[config.mk]
export PLATFORM = sky130hd
export DESIGN_NAME = puf_race_ctrl
export DESIGN_NICKNAME = d
export VERILOG_FILES = /design/src/rtl/puf_ctrl_pkg.sv /design/src/rtl/puf_vote_counter.sv /design/src/rtl/puf_race_ctrl.sv
export SDC_FILE = /design/constraint.sdc
export NUM_CORES = 1
export LEC_CHECK = 0
export BUFFER_PORTS_ARGS = -buffer_cell sky130_fd_sc_hd__buf_2
export CAP_MARGIN = 20
export CORE_AREA = 2 2 137 139
export DETAILED_ROUTE_END_ITERATION = 12
export DIE_AREA = 0 0 139 141
export PLACE_DENSITY = 0.94
export SETUP_SLACK_MARGIN = 0.4
export SLEW_MARGIN = 20
export SYNTH_ARGS = -nofsm -noshare
export SYNTH_HDL_FRONTEND = slang
export SYNTH_SLANG_ARGS = --single-unit
export TNS_END_PERCENT = 30
[constraint.sdc]
create_clock -name clk -period 3.95 [get_ports clk]
set_clock_uncertainty 0.15 [all_clocks]
set_input_delay 0.79 -clock clk [delete_from_list [all_inputs] [get_ports clk]]
set_output_delay 0.79 -clock clk [all_outputs]
set_load 0.01 [all_outputs]
[src/rtl/puf_ctrl_pkg.sv]
// Shared state encoding, timing defaults and width helper for the arbiter-PUF race controller.
// Used by the controller top, its vote counter and anything that needs the default timing.
package puf_ctrl_pkg;

  localparam int DEF_N_STAGES   = 64;
  localparam int DEF_VOTE_N     = 5;
  localparam int DEF_SETTLE_CYC = 4;
  localparam int DEF_FIRE_CYC   = 4;

  typedef enum logic [2:0] {
    ST_IDLE,
    ST_LOAD,
    ST_SETTLE,
    ST_FIRE,
    ST_SAMPLE,
    ST_DONE
  } state_t;

  // Bits needed to hold values 0..v-1; callers pass max+1.
  function automatic int clog2(input int v);
    int r;
    r = 0;
    while ((1 << r) < v) r = r + 1;
    return r;
  endfunction

endpackage

[src/rtl/puf_vote_counter.sv]
// Purpose: counts arbiter ones over VOTE_N races and registers the majority/stability verdict.
// Latency: verdict registered on the edge of the final sample. Backpressure: none, driven by FSM strobes.
// Stability compare exists only when PUF_STABILITY_EN is defined.
module puf_vote_counter
  import puf_ctrl_pkg::*;
#(
  parameter int VOTE_N = DEF_VOTE_N,
  parameter int CW     = clog2(VOTE_N + 1)
) (
  input  logic          clk,
  input  logic          rst,
  input  logic          clear,
  input  logic          sample,
  input  logic          arb,
  output logic [CW-1:0] ones,
  output logic          last,
  output logic          resp_bit,
  output logic          resp_stable
);

  logic [CW-1:0] trial;
  logic [CW-1:0] ones_nxt;

  assign ones_nxt = ones + CW'(arb);
  assign last     = (trial == CW'(VOTE_N - 1));

  always_ff @(posedge clk) begin
    if (rst) begin
      ones     <= '0;
      trial    <= '0;
      resp_bit <= 1'b0;
    end else if (clear) begin
      ones  <= '0;
      trial <= '0;
    end else if (sample) begin
      ones  <= ones_nxt;
      trial <= trial + CW'(1);
      // Verdict uses the count including this final sample.
      if (last) resp_bit <= (ones_nxt > CW'(VOTE_N / 2));
    end
  end

`ifdef PUF_STABILITY_EN
  always_ff @(posedge clk) begin
    if (rst) begin
      resp_stable <= 1'b0;
    end else if (sample && last) begin
      resp_stable <= (ones_nxt == '0) || (ones_nxt == CW'(VOTE_N));
    end
  end
`else
  assign resp_stable = 1'b0;
`endif

endmodule

[src/rtl/puf_race_ctrl.sv]
// Purpose: sequences VOTE_N arbiter-PUF races per challenge and returns the majority response bit.
// Latency: resp_valid 1+VOTE_N*(SETTLE_CYC+FIRE_CYC+1) cycles after request handshake. Backpressure: holds DONE until resp_ready; req_ready only in IDLE.
// Optional PUF_STABILITY_EN adds the all-samples-agree flag on resp_stable.
module puf_race_ctrl
  import puf_ctrl_pkg::*;
#(
  parameter int N_STAGES   = DEF_N_STAGES,
  parameter int VOTE_N     = DEF_VOTE_N,
  parameter int SETTLE_CYC = DEF_SETTLE_CYC,
  parameter int FIRE_CYC   = DEF_FIRE_CYC,
  localparam int CW        = clog2(VOTE_N + 1)
) (
  input  logic                clk,
  input  logic                rst,
  input  logic                req_valid,
  output logic                req_ready,
  input  logic [N_STAGES-1:0] req_challenge,
  input  logic [N_STAGES-1:0] tune,
  output logic [N_STAGES-1:0] sel_top,
  output logic [N_STAGES-1:0] sel_btm,
  output logic                launch,
  input  logic                arb_out,
  output logic                resp_valid,
  input  logic                resp_ready,
  output logic                resp_bit,
  output logic [CW-1:0]       resp_ones,
  output logic                resp_stable
);

  localparam int TMAX = (SETTLE_CYC > FIRE_CYC) ? SETTLE_CYC : FIRE_CYC;
  localparam int TW   = clog2(TMAX + 1);

  state_t                state, state_nxt;
  logic [TW-1:0]         tmr, tmr_nxt;
  logic [N_STAGES-1:0]   chal_q, btm_q;
  logic                  last_trial;

  assign req_ready  = (state == ST_IDLE);
  assign resp_valid = (state == ST_DONE);

  always_comb begin
    state_nxt = state;
    tmr_nxt   = '0;
    case (state)
      ST_IDLE:   if (req_valid) state_nxt = ST_LOAD;
      ST_LOAD:   state_nxt = ST_SETTLE;
      ST_SETTLE: begin
        if (tmr == TW'(SETTLE_CYC - 1)) state_nxt = ST_FIRE;
        else tmr_nxt = tmr + TW'(1);
      end
      ST_FIRE: begin
        if (tmr == TW'(FIRE_CYC - 1)) state_nxt = ST_SAMPLE;
        else tmr_nxt = tmr + TW'(1);
      end
      ST_SAMPLE: state_nxt = last_trial ? ST_DONE : ST_SETTLE;
      ST_DONE:   if (resp_ready) state_nxt = ST_IDLE;
      default:   state_nxt = ST_IDLE;
    endcase
  end

  // Launch is registered from the next state so the chain sees a glitch-free edge.
  always_ff @(posedge clk) begin
    if (rst) begin
      state   <= ST_IDLE;
      tmr     <= '0;
      launch  <= 1'b0;
      chal_q  <= '0;
      btm_q   <= '0;
      sel_top <= '0;
      sel_btm <= '0;
    end else begin
      state  <= state_nxt;
      tmr    <= tmr_nxt;
      launch <= (state_nxt == ST_FIRE) || (state_nxt == ST_SAMPLE);
      if (state == ST_IDLE && req_valid) begin
        chal_q <= req_challenge;
        btm_q  <= req_challenge ^ tune;
      end
      if (state == ST_LOAD) begin
        sel_top <= chal_q;
        sel_btm <= btm_q;
      end
    end
  end

  puf_vote_counter #(
    .VOTE_N (VOTE_N),
    .CW     (CW)
  ) u_vote (
    .clk         (clk),
    .rst         (rst),
    .clear       (state == ST_LOAD),
    .sample      (state == ST_SAMPLE),
    .arb         (arb_out),
    .ones        (resp_ones),
    .last        (last_trial),
    .resp_bit    (resp_bit),
    .resp_stable (resp_stable)
  );

endmodule
# [Word level (Yosys, flattened, before mapping)]
# Index checks and enable logic that the tools add are counted.
[totals] register_bits=270 latch_bits=0 ramBits=0 rom_bits=0 in_bits=133 output_inout_bits=136 word_cells=39 memories=0
[classes] addsub=3 mul=0 div=0 order_cmp=1 n_eq_ne=9 shifts=0 n_mux=6 bitwise_logic=3 n_reduce_logical=7
[op_table] op="$xor 64x64->64" count=1
[op_table] op="$pmux 3 s6" count=1
[op_table] op="$mux 3" count=5
[op_table] op="$eq 3x2->1 const B" count=4
[op_table] op="$eq 3x3->1 const B" count=4
[op_table] op="$add 3x1->3 const B" count=2
[op_table] op="$reduce_or 2->1" count=2
[op_table] op="$add 3x1->3" count=1
[op_table] op="$eq 3x1->1 const B" count=1
[op_table] op="$gt 3x2->1 const B" count=1
[op_table] op="$logic_not 3->1" count=1
[op_table] op="$reduce_and 3->1" count=1
[op_table] op="$reduce_or 3->1" count=1
[op_table] op="$not 1->1" count=2
[op_table] op="$logic_and 1x1->1" count=1
[op_table] op="$logic_or 1x1->1" count=1

# [Logic depth before layout (Yosys ltp)]
# Gate-level depths: netlist (run 1).
[depth] ltp_word=5 depth_mapped=7 mapped_depth_nobuf=6

# [Modules after synthesis]
# From an unflattened synthesis (run 1), not the netlist that was laid out.
[unflattened] cells_unflattened=1187 hier_area_um2=10273.6
[by_module_without_submodules] module="puf_race_ctrl" instances=1 cells_per_inst=1149 area_per_inst_um2=9915.8 seq_area_each_um2=5265.0
[by_module_without_submodules] module="puf_vote_counter" instances=1 cells_per_inst=38 area_per_inst_um2=357.8 seq_area_each_um2=140.1

# [Worst setup path after synthesis (run 1)]
# OpenSTA, ideal clock, no wires.
[synth_timing] path_kind="input to register" from="in rst" to="reg btm_q[35]" t_arrival_ps=1678 t_required_ps=3654 setup_slack_ps=1975 stages=4 path_buffers=3 cell_sequence="buf_2 clkbuf_1 clkbuf_1 a211oi_2"
[synth_rtl] item="start: declaration" line_no="puf_race_ctrl.sv:14" source="input logic rst,"
[synth_rtl] item="end signal: assignment" line_no="puf_race_ctrl.sv:77" source="btm_q <= req_challenge ^ tune;"
[synth_rtl] item="end: declaration" line_no="puf_race_ctrl.sv:35" source="logic [N_STAGES-1:0] chal_q, btm_q;"
# No word-level cell between the ends.

# [Final worst setup path (run 1)]
[layout_timing] from="reg state[1]" to="out resp_valid"
[layout_between] elab_chain_cells=1
[layout_rtl] item="start: declaration" line_no="puf_race_ctrl.sv:33" source="state_t state, state_nxt;"
[layout_rtl] item="start signal: assignment" line_no="puf_race_ctrl.sv:72" source="state <= state_nxt;"
[layout_rtl] item="$eq 3x3->1" line_no="puf_race_ctrl.sv:39" source="assign resp_valid = (state == ST_DONE);"
[layout_rtl] item="end: declaration" line_no="puf_race_ctrl.sv:23" source="output logic resp_valid,"
# Every way passes these cells.

==> report_table.html, run 1 <==
<table>
<tr><th>Metric</th><th>Value</th></tr>
<tr><th colspan="2">Outcome</th></tr>
<tr><td>Status</td><td>complete, no violations</td></tr>
<tr><th colspan="2">Timing</th></tr>
<tr><td>Hold WS</td><td>294.6 ps</td></tr>
<tr><td>Minimum period implied by the final worst setup slack</td><td>about 2500 ps</td></tr>
<tr><td>Summed negative setup slack over all endpoints</td><td>0 ps</td></tr>
<tr><td>Portion of the clock cycle consumed by the worst path in the final layout</td><td>62.91%</td></tr>
<tr><td>Hold violation total from the final report</td><td>0</td></tr>
<tr><td>Setup-failing EPs final</td><td>0</td></tr>
<tr><td>Final-report max-slew violation count</td><td>0</td></tr>
<tr><td>Actual slew at the worst max-slew pin</td><td>903.6 ps</td></tr>
<tr><td>Achievable clock frequency</td><td>about 0.40 GHz</td></tr>
<tr><td>Setup repair after global routing missed its margin</td><td>false</td></tr>
<tr><td>Normalized max-slew margin</td><td>39.55%</td></tr>
<tr><th colspan="2">Synth</th></tr>
<tr><td>Syn Area/Cell</td><td>8.599 um2</td></tr>
<tr><td>Count of flip-flops with a built-in enable after synthesis</td><td>0</td></tr>
<tr><td>Synth Flop Type</td><td>dfxtp_1</td></tr>
<tr><td>Cell with the most instances after synthesis</td><td>nand2_1</td></tr>
<tr><td>Async set-or-reset flop fraction in the synthesized netlist</td><td>0%</td></tr>
<tr><td>Synth area leader</td><td>dfxtp_1</td></tr>
<tr><td>Synthesized instance count</td><td>1190</td></tr>
<tr><td>Cell types with the highest counts after synthesis</td><td>391 x nand2_1, 270 x dfxtp_1, 195 x a21oi_1, 75 x nor2_1, 66 x xnor2_1</td></tr>
<tr><td>Netlist area before placement</td><td>0.01023 mm2</td></tr>
<tr><td>Cell types occupying the most area after synthesis</td><td>dfxtp_1 53%, nand2_1 14%, a21oi_1 9.5%</td></tr>
<tr><td>Sequential share of the synthesized area</td><td>approximately 53%</td></tr>
<tr><td>Total nets after synthesis</td><td>around 1300</td></tr>
<tr><td>Yosys Warn Count</td><td>0</td></tr>
<tr><td>Number of register bits inferred by synthesis</td><td>270</td></tr>
<tr><td>Number of library cell types mapped by synthesis</td><td>33</td></tr>
<tr><td>Share of Yosys cell area claimed by the top area cell type</td><td>52.82%</td></tr>
<tr><th colspan="2">CTS</th></tr>
<tr><td>Inserted Clock Buffers</td><td>27</td></tr>
<tr><td>Clock root buffer</td><td>clkbuf_16</td></tr>
<tr><td>Number of hold buffers added after cts</td><td>0</td></tr>
<tr><td>Clock transition at the registers of the reported paths</td><td>60 ps</td></tr>
<tr><td>Htree depth</td><td>1</td></tr>
<tr><td>Cells resized by post-CTS repair</td><td>0</td></tr>
<tr><td>Setup bufs post-CTS</td><td>0</td></tr>
<tr><td>Clock tree from TritonCTS</td><td>yes</td></tr>
<tr><td>Worst-Skew Late Latency</td><td>520 ps</td></tr>
<tr><td>Clock sink total</td><td>270</td></tr>
<tr><td>Clock tree buffer depth</td><td>3</td></tr>
<tr><th colspan="2">Hold path</th></tr>
<tr><td>Path class of the lowest-slack min-delay path</td><td>reg -&gt; reg</td></tr>
<tr><th colspan="2">Drt</th></tr>
<tr><td>Routed WL</td><td>25240 um</td></tr>
<tr><td>Iteration-0 DRC count of the detailed router</td><td>about 480</td></tr>
<tr><td>Remaining DRCs</td><td>0</td></tr>
<tr><td>Drt via density</td><td>5.331</td></tr>
<tr><td>1st-pass router iterations</td><td>6</td></tr>
<tr><td>Detailed-route via count</td><td>8876</td></tr>
<tr><td>Detail Route Antenna Nets</td><td>0</td></tr>
<tr><td>Wire length per cell</td><td>approximately 15 um</td></tr>
<tr><th colspan="2">Global routing</th></tr>
<tr><td>Initial antenna violation count</td><td>0</td></tr>
<tr><td>Congestion Overflow GR</td><td>0</td></tr>
<tr><td>Global Route Usage Sum</td><td>24.42%</td></tr>
<tr><td>First-pass GRT wire length</td><td>roughly 40000 um</td></tr>
<tr><td>Vias in the first global route</td><td>~8500</td></tr>
<tr><td>Largest net degree at the start of global routing</td><td>118</td></tr>
<tr><th colspan="2">Cells and area</th></tr>
<tr><td>Count of antenna diodes in the layout</td><td>0</td></tr>
<tr><td>Fraction of final layout cells with drive strength greater than 1</td><td>26.69%</td></tr>
<tr><td>Synth-to-Final Area Change</td><td>21.57%</td></tr>
<tr><td>Final design area excluding fillers</td><td>0.01244 mm2</td></tr>
<tr><td>Sequential cell area in the final layout</td><td>about 0.0054 mm2</td></tr>
<tr><td>Post-layout net count</td><td>1552</td></tr>
<tr><td>Area occupied by multi-input gates</td><td>0.004353 mm2</td></tr>
<tr><td>Count of filler cells inserted in the layout</td><td>approximately 1400</td></tr>
<tr><th colspan="2">Floorplanning</th></tr>
<tr><td>Starting Density</td><td>a little under three fifths</td></tr>
<tr><td>Core area</td><td>~0.018 mm2</td></tr>
<tr><td>Die extent in y</td><td>141 um</td></tr>
<tr><td>Core Rows</td><td>50</td></tr>
<tr><td>Horizontal die dimension</td><td>139 um</td></tr>
<tr><td>Floorplan die area</td><td>just under 0.02 mm2</td></tr>
<tr><td>Number of top-level pins</td><td>269</td></tr>
<tr><th colspan="2">Place</th></tr>
<tr><td>Final GP Congestion</td><td>0.8193</td></tr>
<tr><td>IO Port Bufs</td><td>267</td></tr>
<tr><td>Instance area at placement</td><td>0.01159 mm2</td></tr>
<tr><td>Post-DP HPWL</td><td>roughly 17000 um</td></tr>
<tr><th colspan="2">Worst setup path</th></tr>
<tr><td>Maximum net fanout on the critical path</td><td>7</td></tr>
<tr><td>Critical path launch point type</td><td>flop</td></tr>
<tr><td>Required time of the critical path</td><td>3010 ps</td></tr>
<tr><td>Crit-path cells</td><td>inv_1, and3_1, buf_2</td></tr>
<tr><td>Kind of capture point of the worst setup path</td><td>output port</td></tr>
<tr><td>Largest stage delay on the critical path</td><td>between 500 and 600 ps</td></tr>
<tr><td>Number of buffers and inverters on the critical path</td><td>2</td></tr>
<tr><td>Arrival time at the worst endpoint</td><td>between 1500 and 2000 ps</td></tr>
<tr><td>Category of cells accounting for the largest share of critical-path delay</td><td>flip-flops</td></tr>
<tr><td>Slowest stage cell, crit path</td><td>dfxtp_1</td></tr>
<tr><td>Worst setup path category</td><td>reg -&gt; out</td></tr>
<tr><th colspan="2">Power and ir drop</th></tr>
<tr><td>Total power consumption of the routed design</td><td>approximately 6.3 mW</td></tr>
<tr><td>Leakage power of the design</td><td>a little over 5 nW</td></tr>
<tr><td>Worst IR Drop VDD</td><td>519.9 uV</td></tr>
<tr><td>Pwr Density</td><td>504.9 mW/mm2</td></tr>
<tr><th colspan="2">Flow run</th></tr>
<tr><td>Max-capacitance violation count</td><td>0</td></tr>
</table>
-- per-stage QoR --
| stage | worst slack [ps] | std cells | utilization, % |
|---|---|---|---|
| floorplan | 1975 | 1190 | - |
| global placement | 1507 | 1618 | 63.44 |
| detailed placement | 1450 | 1618 | 63.44 |
| CTS | 1460 | 1665 | 68.10 |
| global route | 1375 | 1665 | 68.10 |
| finish | 1465 | 1665 | 68.10 |
-- cell type report --
type | instances | area share [%]
sequential | 270 | 43.45
multi-input combinational | 825 | 34.99
timing repair buffer | 283 | 12.18
clock buffer | 38 | 6.166
tap | 234 | 2.354
clock inverter | 9 | 0.6739
inverter | 6 | 0.1811
-- cells by family after synthesis --
kind of cell	synth area share, %
other	0.03665
adder cells (fa/ha/maj)	0.7337
XOR/XNOR	5.906
flip-flops	52.82
multiplexers	0.2935
AND/OR/NAND/NOR	18.15
AO/OA/AOI/OAI	17.22
buffers and inverters	4.842
-- report_power, final --
| group | internal (mW) | switching, mW |
|---|---|---|
| registers | 2.90 | 0.0980 |
| clock network | 1.42 | 1.03 |
| logic | 0.311 | 0.524 |
-- per-layer routing --
metal | wire [um] | up-vias | global-route usage [%]
met2 | 12450 | 341 | 42.75
met4 | 758 | 0 | 9.038
met1 | 9904 | 4156 | 28.82
met3 | 2127 | 61 | 6.624
li1 | - | 4318 | -
met5 | 0 | - | 0
-- placed cells by master, fill, tap and decap left out, types with 4 or more instances in the layout --
master	instances
a211oi_1	13
a211oi_2	52
a21oi_1	195
buf_12	4
buf_2	266
buf_4	12
clkbuf_1	6
clkbuf_16	27
clkbuf_8	6
clkinv_2	6
dfxtp_1	270
ha_1	6
inv_1	6
nand2_1	390
nor2_1	75
xnor2_1	66
-- worst reg2reg max path, cell delays in order (launching register included) --
cell and delay, ps:
dfxtp_1 600, nor3_4 100, nand2_2 680, buf_4 410
nand2_1 100, a21oi_1 230
-- sequential cells by signal, summed over array words and instances, names as in the netlist --
name             flops
tmr                  3
launch               1
sel_btm             64
btm_q               64
sel_top             64
state                3
u_vote.trial         3
u_vote.ones          3
chal_q              64
u_vote.resp_bit      1
-- path summary, 6_finish.rpt --
path              cells past startpoint      from          to  slack, ps
setup / recovery                      3  state[1]  resp_valid       1470
hold / removal                        1    tmr[0]      tmr[0]        290
hold reg to reg                       1    tmr[0]      tmr[0]        290
setup reg to reg                      5  state[0]  chal_q[14]       1570
No activity file was read; power rests on OpenSTA's default activity.
==> run 2, diff against run 1 <==
- CORE_AREA: 2 2 137 139 -> 2 2 151 153
- DIE_AREA: 0 0 139 141 -> 0 0 153 155
- PLACE_DENSITY: 0.94 -> 0.83
- clock period: 3.95 -> 2.1 ns (I/O delays scaled with it)
==> run 2 against run 1 <==
  * Clock power grew 110%
  * Largest cell class unchanged
  * Setup slack got worse by 1200 ps
  * Register-to-register slack worse by 1300 ps
  * Largest power group unchanged
==> report_table.html, run 2 (synthesis results as in run 1) <==
<table>
<tr><th>Metric</th><th>Value</th></tr>
<tr><th colspan="2">Timing</th></tr>
<tr><td>Summed negative setup slack over all endpoints</td><td>0 ps</td></tr>
<tr><td>Setup-failing EPs final</td><td>0</td></tr>
<tr><td>Achievable clock frequency</td><td>between 0.5 and 0.6 GHz</td></tr>
<tr><td>Hold violation total from the final report</td><td>0</td></tr>
<tr><td>Final-report max-slew violation count</td><td>0</td></tr>
<tr><td>Minimum period implied by the final worst setup slack</td><td>1860 ps</td></tr>
<tr><td>Setup repair after global routing missed its margin</td><td>true</td></tr>
<tr><td>Portion of the clock cycle consumed by the worst path in the final layout</td><td>~89%</td></tr>
<tr><th colspan="2">Worst setup path</th></tr>
<tr><td>Critical path launch point type</td><td>flop</td></tr>
<tr><td>Kind of capture point of the worst setup path</td><td>output port</td></tr>
<tr><td>Arrival time at the worst endpoint</td><td>approximately 1300 ps</td></tr>
<tr><td>Worst reg2reg path startpoint</td><td>state[1]</td></tr>
<tr><td>Maximum net fanout on the critical path</td><td>4</td></tr>
<tr><td>Origin of the worst setup path</td><td>state[2]</td></tr>
<tr><td>Worst setup path category</td><td>reg -&gt; out</td></tr>
<tr><td>Required time of the critical path</td><td>1530 ps</td></tr>
<tr><td>R2r worst-path depth</td><td>8</td></tr>
<tr><th colspan="2">Cells and area</th></tr>
<tr><td>Post-layout net count</td><td>1632</td></tr>
<tr><td>Synth-to-Final Area Change</td><td>39.13%</td></tr>
<tr><td>Count of filler cells inserted in the layout</td><td>~1700</td></tr>
<tr><td>Fraction of final layout cells with drive strength greater than 1</td><td>34.88%</td></tr>
<tr><td>Count of antenna diodes in the layout</td><td>0</td></tr>
<tr><td>Leading cell type in the layout, fill and taps excluded</td><td>nand2_1</td></tr>
<tr><td>Leading cell types in the layout, fill and taps excluded</td><td>352 x nand2_1, 267 x dfxtp_1, 264 x buf_2, 152 x a21oi_1, 75 x nor2_1</td></tr>
<tr><th colspan="2">Drt</th></tr>
<tr><td>1st-pass router iterations</td><td>5</td></tr>
<tr><td>Wire length per cell</td><td>between 15 and 20 um</td></tr>
<tr><td>Detail Route Antenna Nets</td><td>0</td></tr>
<tr><td>Iteration-0 DRC count of the detailed router</td><td>459</td></tr>
<tr><td>Remaining DRCs</td><td>0</td></tr>
<tr><td>Drt via density</td><td>around 5.3</td></tr>
<tr><td>Routed WL</td><td>31290 um</td></tr>
<tr><td>Detailed-route via count</td><td>9498</td></tr>
<tr><th colspan="2">Hold path</th></tr>
<tr><td>Path class of the lowest-slack min-delay path</td><td>in -&gt; reg</td></tr>
<tr><td>Number of instances on the worst hold path</td><td>3</td></tr>
<tr><td>Hold_sp</td><td>req_challenge[42]</td></tr>
<tr><th colspan="2">CTS</th></tr>
<tr><td>Clock tree buffer depth</td><td>3</td></tr>
<tr><td>Clock sink total</td><td>270</td></tr>
<tr><td>Inserted Clock Buffers</td><td>27</td></tr>
<tr><td>Clock transition at the registers of the reported paths</td><td>60 ps</td></tr>
<tr><td>Clock root buffer</td><td>clkbuf_16</td></tr>
<tr><td>Worst-Skew Late Latency</td><td>530 ps</td></tr>
<tr><td>Clock tree from TritonCTS</td><td>yes</td></tr>
<tr><td>Htree depth</td><td>1</td></tr>
<tr><th colspan="2">Global routing</th></tr>
<tr><td>Vias in the first global route</td><td>between 9000 and 10000</td></tr>
<tr><td>Met2 Usage GRT</td><td>40.83%</td></tr>
<tr><td>Largest net degree at the start of global routing</td><td>between 60 and 70</td></tr>
<tr><td>Congestion Overflow GR</td><td>0</td></tr>
<tr><td>Layer carrying the most global-route usage</td><td>met2</td></tr>
<tr><td>Global Route Usage Sum</td><td>22.94%</td></tr>
<tr><td>Initial antenna violation count</td><td>0</td></tr>
<tr><td>Global-route track usage on met1</td><td>26.87%</td></tr>
<tr><td>First-pass GRT wire length</td><td>45420 um</td></tr>
<tr><td>Global routing met3 resource utilization</td><td>5.515%</td></tr>
<tr><th colspan="2">Flow run</th></tr>
<tr><td>Max-capacitance violation count</td><td>0</td></tr>
<tr><th colspan="2">Floorplanning</th></tr>
<tr><td>Number of top-level pins</td><td>between 200 and 300</td></tr>
<tr><td>Core Rows</td><td>55</td></tr>
<tr><td>Die extent in y</td><td>155 um</td></tr>
<tr><td>Starting Density</td><td>46.03%</td></tr>
<tr><td>Core area</td><td>between 0.02 and 0.025 mm2</td></tr>
<tr><td>Floorplan die area</td><td>0.02372 mm2</td></tr>
<tr><td>Horizontal die dimension</td><td>153 um</td></tr>
<tr><th colspan="2">Power and ir drop</th></tr>
<tr><td>Pwr Density</td><td>921.8 mW/mm2</td></tr>
<tr><td>Total power consumption of the routed design</td><td>13.12 mW</td></tr>
<tr><td>Worst IR Drop VDD</td><td>about 540 uV</td></tr>
<tr><td>Leakage power of the design</td><td>5.987 nW</td></tr>
<tr><th colspan="2">Place</th></tr>
<tr><td>Final GP Congestion</td><td>around 0.82</td></tr>
<tr><td>IO Port Bufs</td><td>267</td></tr>
<tr><td>Post-DP HPWL</td><td>about 17000 um</td></tr>
<tr><th colspan="2">Outcome</th></tr>
<tr><td>Status</td><td>complete, no violations</td></tr>
</table>
run 2: path summary, 6_finish.rpt:
path	endpoint	slack, ps
max	req_ready	240
min reg2reg	tmr[0]	280
max reg2reg	sel_top[49]	280
min	chal_q[42]	20
run 2: critical path: stages (launching register included):
cell and delay, ps:
dfxtp_4 370, nor3_4 250, buf_6 150
run 2: final cells by class:
| cell class | count | area, um2 | share of cell area [%] |
|---|---|---|---|
| Sequential cell | 270 | 5416 | 38.05 |
| Inverter | 6 | 25.02 | 0.1758 |
| Clock buffer | 37 | 773.2 | 5.432 |
| Multi-Input combinational cell | 825 | 4810 | 33.78 |
| Tap cell | 285 | 356.6 | 2.505 |
| Clock inverter | 10 | 202.7 | 1.424 |
| Timing Repair Buffer | 363 | 2653 | 18.63 |
run 2: per-layer routing:
metal	part of all wire, %	vias up
li1	-	4486
met1	39	4481
met2	49	430
met3	8.0	101
met4	3.5	0
met5	0	-
run 2: metrics by stage:
stage | hold WS (ps) | setup WS, ps | cells | area [um2] | utilization, %
global route | 4.107 | 192.8 | 1796 | 14240 | 64.05
global placement | 255.2 | 291.8 | 1683 | 11860 | 53.35
detailed placement | 275.1 | 239.6 | 1683 | 11860 | 53.35
CTS | 0.9793 | 242.5 | 1778 | 13460 | 60.56
floorplan | 247.4 | 495.5 | 1190 | 10230 | -
finish | 19.74 | 239.6 | 1796 | 14240 | 64.05
run 2: report_power, final:
group / leakage [nW] / internal (mW) / switching (mW)
registers: 2.21 / 5.46 / 0.217
clock network: 0.477 / 3.29 / 1.97
logic: 3.30 / 0.958 / 1.22
run 2: timing repair:
| action | 4_1_cts | 5_1_grt |
|---|---|---|
| gates cloned | 5 | 9 |
| hold endpoints to repair | 30 | 0 |
| buffers inserted | 13 | 9 |
| resized for setup | 17 | 129 |
| hold buffers | 30 | 0 |
| pin swaps | 3 | 55 |
| setup endpoints to repair | 233 | 205 |
